## config.mk

```make
export PLATFORM = sky130hd
export DESIGN_NAME = tank_sprite_fetch_flat
export DESIGN_NICKNAME = d
export VERILOG_FILES = /design/src/rtl/tank_gfx_pkg.sv /design/src/rtl/tank_sprite_fetch_if.sv /design/src/rtl/sideband_delay.sv /design/src/rtl/tank_sprite_fetch.sv /design/src/flat_wrapper.sv
export SDC_FILE = /design/constraint.sdc
export NUM_CORES = 1
export LEC_CHECK = 0
export ABC_AREA = 1
export BUFFER_PORTS_ARGS = -buffer_cell sky130_fd_sc_hd__buf_2
export CORE_ASPECT_RATIO = 0.7
export CORE_MARGIN = 3
export CORE_UTILIZATION = 49
export CTS_CLUSTER_DIAMETER = 100
export DETAILED_ROUTE_END_ITERATION = 8
export HOLD_SLACK_MARGIN = 0.02
export PLACE_DENSITY = 0.77
export SLEW_MARGIN = 20
export SYNTH_ARGS = -nofsm -noshare
export SYNTH_HDL_FRONTEND = slang
export SYNTH_SLANG_ARGS = --single-unit
export TNS_END_PERCENT = 1
```

## constraint.sdc

```tcl
create_clock -name clk -period 1.9 [get_ports clk]
set_input_delay 0.19 -clock clk [delete_from_list [all_inputs] [get_ports clk]]
set_output_delay 0.19 -clock clk [all_outputs]
set_load 0.01 [all_outputs]
```

## src/rtl/tank_gfx_pkg.sv

```systemverilog
// Shared types and defaults for the tank graphics fetch stages.
package tank_gfx_pkg;

  // Heading of a tank; the value doubles as the sprite-unit select.
  typedef enum logic [1:0] {
    DIR_UP    = 2'd0,
    DIR_RIGHT = 2'd1,
    DIR_DOWN  = 2'd2,
    DIR_LEFT  = 2'd3
  } tank_dir_t;

  localparam int SPRITE_LOG2_DEF = 5;
  localparam int COORD_W_DEF     = 10;
  localparam int BLINK_CNT_W     = 4;

endpackage

```

## src/rtl/tank_sprite_fetch_if.sv

```systemverilog
// Raster-side bus of the tank sprite fetch stage: pixel in, ROM address and
// colour-aligned sidebands out.
interface tank_sprite_fetch_if #(
  parameter int COORD_W     = 10,
  parameter int SPRITE_LOG2 = 5
);
  logic                     draw_valid;
  logic [COORD_W-1:0]       draw_x;
  logic [COORD_W-1:0]       draw_y;
  logic [2*SPRITE_LOG2-1:0] rom_address;
  logic [1:0]               dir_sel;
  logic                     enemy;
  logic                     pix_hit;

  // Raster generator / consumer side
  modport master (
    output draw_valid, draw_x, draw_y,
    input  rom_address, dir_sel, enemy, pix_hit
  );

  // Fetch stage side
  modport slave (
    input  draw_valid, draw_x, draw_y,
    output rom_address, dir_sel, enemy, pix_hit
  );
endinterface

```

## src/rtl/sideband_delay.sv

```systemverilog
// Fixed-depth shift register used to align sideband bits with a ROM read.
// Shared by the tank, bullet and explosion fetch stages.
module sideband_delay #(
  parameter int DEPTH = 1,
  parameter int WIDTH = 1
) (
  input  logic             clk,
  input  logic             rst_n,
  input  logic [WIDTH-1:0] i_data,
  output logic [WIDTH-1:0] o_data
);

  logic [WIDTH-1:0] r_stage [DEPTH];

  // Shift the sideband word one stage per clock; reset empties the pipe
  always_ff @(posedge clk or negedge rst_n) begin
    if (!rst_n) begin
      for (int i = 0; i < DEPTH; i++) r_stage[i] <= '0;
    end else begin
      r_stage[0] <= i_data;
      for (int i = 1; i < DEPTH; i++) r_stage[i] <= r_stage[i-1];
    end
  end

  assign o_data = r_stage[DEPTH-1];

endmodule

```

## src/rtl/tank_sprite_fetch.sv

```systemverilog
// Tank sprite fetch: per-frame shadow of one tank's state, box test against
// the raster pixel, sprite ROM address generation and sideband alignment.
// Optional feature macro: TANK_SPAWN_BLINK_EN (spawn-shield blinking).
module tank_sprite_fetch
  import tank_gfx_pkg::*;
#(
  parameter int COORD_W     = COORD_W_DEF,
  parameter int SPRITE_LOG2 = SPRITE_LOG2_DEF,
  parameter int ROM_LATENCY = 1
) (
  input  logic                clk,
  input  logic                rst_n,
  input  logic                frame_start,
  input  logic [COORD_W-1:0]  tank_x,
  input  logic [COORD_W-1:0]  tank_y,
  input  tank_dir_t           tank_dir,
  input  logic                tank_alive,
  input  logic                tank_enemy,
  input  logic                spawn_protect,
  tank_sprite_fetch_if.slave  bus
);

  localparam int ADDR_W = 2 * SPRITE_LOG2;

  logic [COORD_W-1:0] r_sh_x;
  logic [COORD_W-1:0] r_sh_y;
  tank_dir_t          r_sh_dir;
  logic               r_sh_enemy;
  logic               r_sh_alive;

  logic [COORD_W:0]   w_dx;
  logic [COORD_W:0]   w_dy;
  logic               w_inside;
  logic               w_blink_ok;
  logic               w_hit0;

  logic [ADDR_W-1:0]  r_rom_address;
  logic               r_hit1;
  tank_dir_t          r_dir1;
  logic               r_enemy1;
  logic [3:0]         w_side_out;

  // Latch the live tank state once per frame so the sprite never tears
  always_ff @(posedge clk or negedge rst_n) begin
    if (!rst_n) begin
      r_sh_x     <= '0;
      r_sh_y     <= '0;
      r_sh_dir   <= DIR_UP;
      r_sh_enemy <= 1'b0;
      r_sh_alive <= 1'b0;
    end else if (frame_start) begin
      r_sh_x     <= tank_x;
      r_sh_y     <= tank_y;
      r_sh_dir   <= tank_dir;
      r_sh_enemy <= tank_enemy;
      r_sh_alive <= tank_alive;
    end
  end

`ifdef TANK_SPAWN_BLINK_EN
  logic [BLINK_CNT_W-1:0] r_blink_cnt;
  logic                   r_sh_protect;

  // Frame counter and shielded flag; top counter bit gives 8 on / 8 off
  always_ff @(posedge clk or negedge rst_n) begin
    if (!rst_n) begin
      r_blink_cnt  <= '0;
      r_sh_protect <= 1'b0;
    end else if (frame_start) begin
      r_blink_cnt  <= r_blink_cnt + BLINK_CNT_W'(1);
      r_sh_protect <= spawn_protect;
    end
  end

  assign w_blink_ok = !(r_sh_protect & r_blink_cnt[BLINK_CNT_W-1]);
`else
  logic w_unused_spawn_protect;
  assign w_unused_spawn_protect = spawn_protect;
  assign w_blink_ok             = 1'b1;
`endif

  // The extra top bit holds the borrow: a pixel left of / above the sprite
  // (including one past the coordinate wrap) lands outside the box, so a
  // sprite that crosses the screen edge is clipped instead of wrapped.
  assign w_dx     = {1'b0, bus.draw_x} - {1'b0, r_sh_x};
  assign w_dy     = {1'b0, bus.draw_y} - {1'b0, r_sh_y};
  assign w_inside = ((w_dx >> SPRITE_LOG2) == '0) && ((w_dy >> SPRITE_LOG2) == '0);
  assign w_hit0   = bus.draw_valid & r_sh_alive & w_inside & w_blink_ok;

  // ROM address cycle: address is forced to 0 on a miss
  always_ff @(posedge clk or negedge rst_n) begin
    if (!rst_n) begin
      r_rom_address <= '0;
      r_hit1        <= 1'b0;
      r_dir1        <= DIR_UP;
      r_enemy1      <= 1'b0;
    end else begin
      r_rom_address <= w_hit0 ? {w_dy[SPRITE_LOG2-1:0], w_dx[SPRITE_LOG2-1:0]} : '0;
      r_hit1        <= w_hit0;
      r_dir1        <= r_sh_dir;
      r_enemy1      <= r_sh_enemy;
    end
  end

  sideband_delay #(
    .DEPTH (ROM_LATENCY),
    .WIDTH (4)
  ) u_sideband_delay (
    .clk    (clk),
    .rst_n  (rst_n),
    .i_data ({r_hit1, r_dir1, r_enemy1}),
    .o_data (w_side_out)
  );

  assign bus.rom_address = r_rom_address;
  assign bus.pix_hit     = w_side_out[3];
  assign bus.dir_sel     = w_side_out[2:1];
  assign bus.enemy       = w_side_out[0];

endmodule
```

## src/flat_wrapper.sv

```systemverilog
// flat-port wrapper written by rule: the top's interface ports become plain ports
module tank_sprite_fetch_flat import tank_gfx_pkg::*;
#(
  parameter int COORD_W     = COORD_W_DEF,
  parameter int SPRITE_LOG2 = SPRITE_LOG2_DEF,
  parameter int ROM_LATENCY = 1
)
  (clk, rst_n, frame_start, tank_x, tank_y, tank_dir, tank_alive, tank_enemy, spawn_protect, bus_draw_valid, bus_draw_x, bus_draw_y, bus_rom_address, bus_dir_sel, bus_enemy, bus_pix_hit);
  tank_sprite_fetch_if #(.COORD_W(COORD_W), .SPRITE_LOG2(SPRITE_LOG2)) bus_i ();
  input  logic clk;
  input  logic rst_n;
  input  logic frame_start;
  input  logic [COORD_W-1:0] tank_x;
  input  logic [COORD_W-1:0] tank_y;
  input  tank_dir_t tank_dir;
  input  logic tank_alive;
  input  logic tank_enemy;
  input  logic spawn_protect;
  input wire logic [$bits(bus_i.draw_valid)-1:0] bus_draw_valid;
  input wire logic [$bits(bus_i.draw_x)-1:0] bus_draw_x;
  input wire logic [$bits(bus_i.draw_y)-1:0] bus_draw_y;
  output wire logic [$bits(bus_i.rom_address)-1:0] bus_rom_address;
  output wire logic [$bits(bus_i.dir_sel)-1:0] bus_dir_sel;
  output wire logic [$bits(bus_i.enemy)-1:0] bus_enemy;
  output wire logic [$bits(bus_i.pix_hit)-1:0] bus_pix_hit;
  assign bus_i.draw_valid = bus_draw_valid;
  assign bus_i.draw_x = bus_draw_x;
  assign bus_i.draw_y = bus_draw_y;
  assign bus_rom_address = bus_i.rom_address;
  assign bus_dir_sel = bus_i.dir_sel;
  assign bus_enemy = bus_i.enemy;
  assign bus_pix_hit = bus_i.pix_hit;
  tank_sprite_fetch #(.COORD_W(COORD_W), .SPRITE_LOG2(SPRITE_LOG2), .ROM_LATENCY(ROM_LATENCY)) u_core (.clk(clk), .rst_n(rst_n), .frame_start(frame_start), .tank_x(tank_x), .tank_y(tank_y), .tank_dir(tank_dir), .tank_alive(tank_alive), .tank_enemy(tank_enemy), .spawn_protect(spawn_protect), .bus(bus_i));
endmodule
```

==> results by group <==
Status
  • Outcome: finished with violations
  • Failing checks: setup timing

GRT
  • First-pass GRT wire length: 9.584 mm
  • All-Layer GR Usage: 19.33%
  • Vias in the first global route: 2207
  • Initial antenna violation count: 0
  • GRT overflow: 0
  • Largest net degree at the start of global routing: 26

Timing
  • Final WS setup: -0.01507 ns
  • Final setup fails: 2
  • Clock skew: 0.008710 ns
  • Fin crit period: 1.915 ns
  • RSZ-0062 raised after global routing: yes
  • F_max: 0.5222 GHz
  • Worst Tran Pin Value: 0.4457 ns
  • Final hold vios: 0
  • Max-slew headroom: 70.28%
  • Fin crit share: 100.8%
  • Slew Limit Fails: 0
  • Setup TNS: -0.02104 ns
  • Final hold slack: 0.09722 ns

Layout
  • # diodes: 0
  • Commonest cells after routing, fill and taps aside: 96 x nand2_1, 61 x buf_2, 56 x inv_1
  • Final Instance Area: 3326 um2
  • Layout cell share with drive strength beyond 1: 32.36%
  • Fillers: 405
  • Leading cell type in the layout, fill and taps excluded: nand2_1
  • Register area: 1051 um2
  • Final Net Count: 481
  • Multi-input gate area: 1416 um2
  • Area growth, synth to finish: 26.51%

Clocking
  • Clock Tree Root: clkbuf_8
  • # clock sinks: 42
  • Clk_lat worst skew: 0.30 ns
  • TritonCTS clock tree: done
  • Clk buf depth: 2
  • CTS Buf Count: 5
  • Clock transition at path regs: 0.08 ns
  • H-tree Lvls: 2

Worst hold path
  • Worst hold path class: primary input to flop

Synth
  • Simple-Gate Fraction of Synth Area: 27.94%
  • Syn. warnings: 0
  • Mux cell area share after synthesis: 2.570%
  • Mapped Area: 2629 um2
  • Synth Flop Type: dfrtp_1
  • Cell taking the most area after synthesis: dfrtp_1
  • Adder-cell share of the synthesized area: 11.04%
  • Share of the synthesized area in the top cell type: 39.98%
  • Cells after synthesis: 334
  • Largest family of logic cells by synthesized area: simple AND/OR/NAND/NOR gates
  • Post-synthesis compound-gate area fraction: 6.473%
  • Synth Net Count: 405
  • Synth unique cells: 23
  • Post-synthesis async set-or-reset flop share: 100.0%
  • Synth area leaders: dfrtp_1 40%, nand2_1 14%, ha_1 9.5%, inv_1 8.1%, nand3_1 4.0%
  • Synth Register Bits: 42
  • Sequential fraction of the synthesis area: 39.98%
  • Avg Cell Area, Syn: 7.871 um2
  • Post-synthesis xor/xnor area fraction: 1.999%
  • Post-synth EDFFs: 0

Place
  • Port Buffers: 61
  • DP HPWL: 4.422 mm
  • Routability cong.: 0.8524
  • Placed Area: 3082 um2

Pwr
  • Sequential power share: 40.5%
  • Cell-internal power: 1.638 mW
  • Clock Power Share: 28.0%
  • P_sw: 761.6 uW
  • Tot Pwr: 2.400 mW
  • Power Density: 721.6 nW/um2
  • Leak: 1.815 nW
  • Sw frac: 31.74%
  • Peak supply drop: 0.3797 mV
  • Comb power frac: 31.5%

Setup path
  • Max Fanout on Critical Path: 5
  • Setup slack, reg-to-reg: -0.02 ns
  • CP endpoint: u_core.bus.rom_address[3]
  • Startpoint Class: flop
  • Worst Setup SP: u_core.r_sh_x[0]
  • Worst EP arrival: 2.13 ns
  • R2r worst-path depth: 13
  • Setup crit end kind: flop
  • Crit path kind: flop to flop
  • WP data required: 2.12 ns
  • Reg2reg start: u_core.r_sh_x[0]
  • Reg2reg end: u_core.bus.rom_address[3]

Routing
  • Final ANT Viol Nets: 0
  • DRT Pass-1 Iters: 4
  • Final Routed Wirelength: 5.691 mm
  • Residual DRC count: 0
  • WL per Instance: 11.86 um
  • Vias per std cell: 4.773
  • DR vias: 2291
  • Initial drt markers: 108

Die
  • # IOs: 63
  • Chip Width: 93.55 um
  • Die H: 67.28 um
  • Core box area: 4966 um2
  • Cell Rows: 21
  • Initial core utilization: 52.94%
  • Die area: 6294 um2

Run
  • Max-cap violations: 0
-- metrics by stage --
step	setup slack, ns	util (%)	std cells
CTS	-0.03719	65.41	479
global route	-0.1757	66.97	480
floorplan	0.05733	-	334
detailed placement	-0.09192	62.06	469
global placement	-0.02491	62.06	469
finish	-0.01507	66.97	480
-- sequential cells by signal (all words and copies together), names as in the netlist --
name,cells
u_core.r_hit1,1
u_core.u_sideband_delay.o_data,4
u_core.r_sh_alive,1
u_core.r_sh_y,10
u_core.r_sh_x,10
u_core.r_sh_dir,2
u_core.r_enemy1,1
u_core.bus.rom_address,10
u_core.r_sh_enemy,1
u_core.r_dir1,2
-- logic make-up (layout without fill, tap and decap cells) --
kind of cell             Yosys count  after routing
multiplexers                       6              6
flip-flops                        42             42
AND/OR/NAND/NOR                  160            160
AO/OA/AOI/OAI                     32             32
XOR/XNOR                           6              6
adder cells (fa/ha/maj)           22             22
buffers and inverters             66            143
-- worst min-delay path by stage --
stage	start	cells past startpoint	end
2_1_floorplan	rst_n	0	u_core.bus.rom_address[0]
3_5_place_dp	rst_n	1	u_core.r_sh_x[2]
4_1_cts	tank_x[8]	3	u_core.r_sh_x[8]
6_report	tank_x[4]	3	u_core.r_sh_x[4]
3_3_place_gp	rst_n	1	u_core.r_sh_x[1]
5_1_grt	tank_x[4]	3	u_core.r_sh_x[4]
-- synthesized netlist by cell type (3+ instances only) --
library cell,number
nand2_1,98
inv_1,57
dfrtp_1,42
nand3_1,21
ha_1,20
o21ai_0,18
nor2_1,15
a21oi_1,10
nor3_2,9
mux2_2,6
xnor2_1,6
clkbuf_1,5
nand2_2,5
nor2_2,4
nand4_1,3
-- cell type report --
type,instances,area share (%)
repair buffers,76,13.24
well taps,69,2.596
clock buffers,8,3.311
inverters,59,6.659
multi-input cells,226,42.59
flip-flops and latches,42,31.60
-- worst max-delay path, stage by stage, from the launching register on --
cell	delay, ns
dfrtp_1	0.35
ha_1	0.15
inv_1	0.07
fa_2	0.36
nand3_1	0.09
nand3_1	0.08
nand3_1	0.09
nand2_1	0.05
nand2_1	0.05
nand2_1	0.05
nor2_2	0.09
nand3_2	0.12
buf_6	0.16
nor3_2	0.12
-- what timing repair did --
item | CTS | global route
hold buffers | 1 | 0
gates resized for setup | 12 | 16
endpoints found under the setup margin | 11 | 11
pin swaps | 1 | 2
endpoints found under the hold margin | 42 | 0
setup buffers | 1 | 1
-- power by group through the flow --
stage               Sequential (mW)  Combinational (mW)  Clock [mW]
floorplan                     0.987               0.487           0
global placement              0.985               0.673           0
detailed placement            0.990               0.691           0
CTS                           0.972               0.717       0.688
global route                  0.977               0.868       0.729
finish                        0.971               0.757       0.671
-- per-layer routing --
layer | part of all wire [%] | GRT usage (%)
met5 | 0 | 0
met4 | 1.5 | 7.027
met1 | 48 | 25.75
met3 | 7.2 | 4.677
met2 | 43 | 30.99
Note: power is estimated with default switching activity, not from simulation.
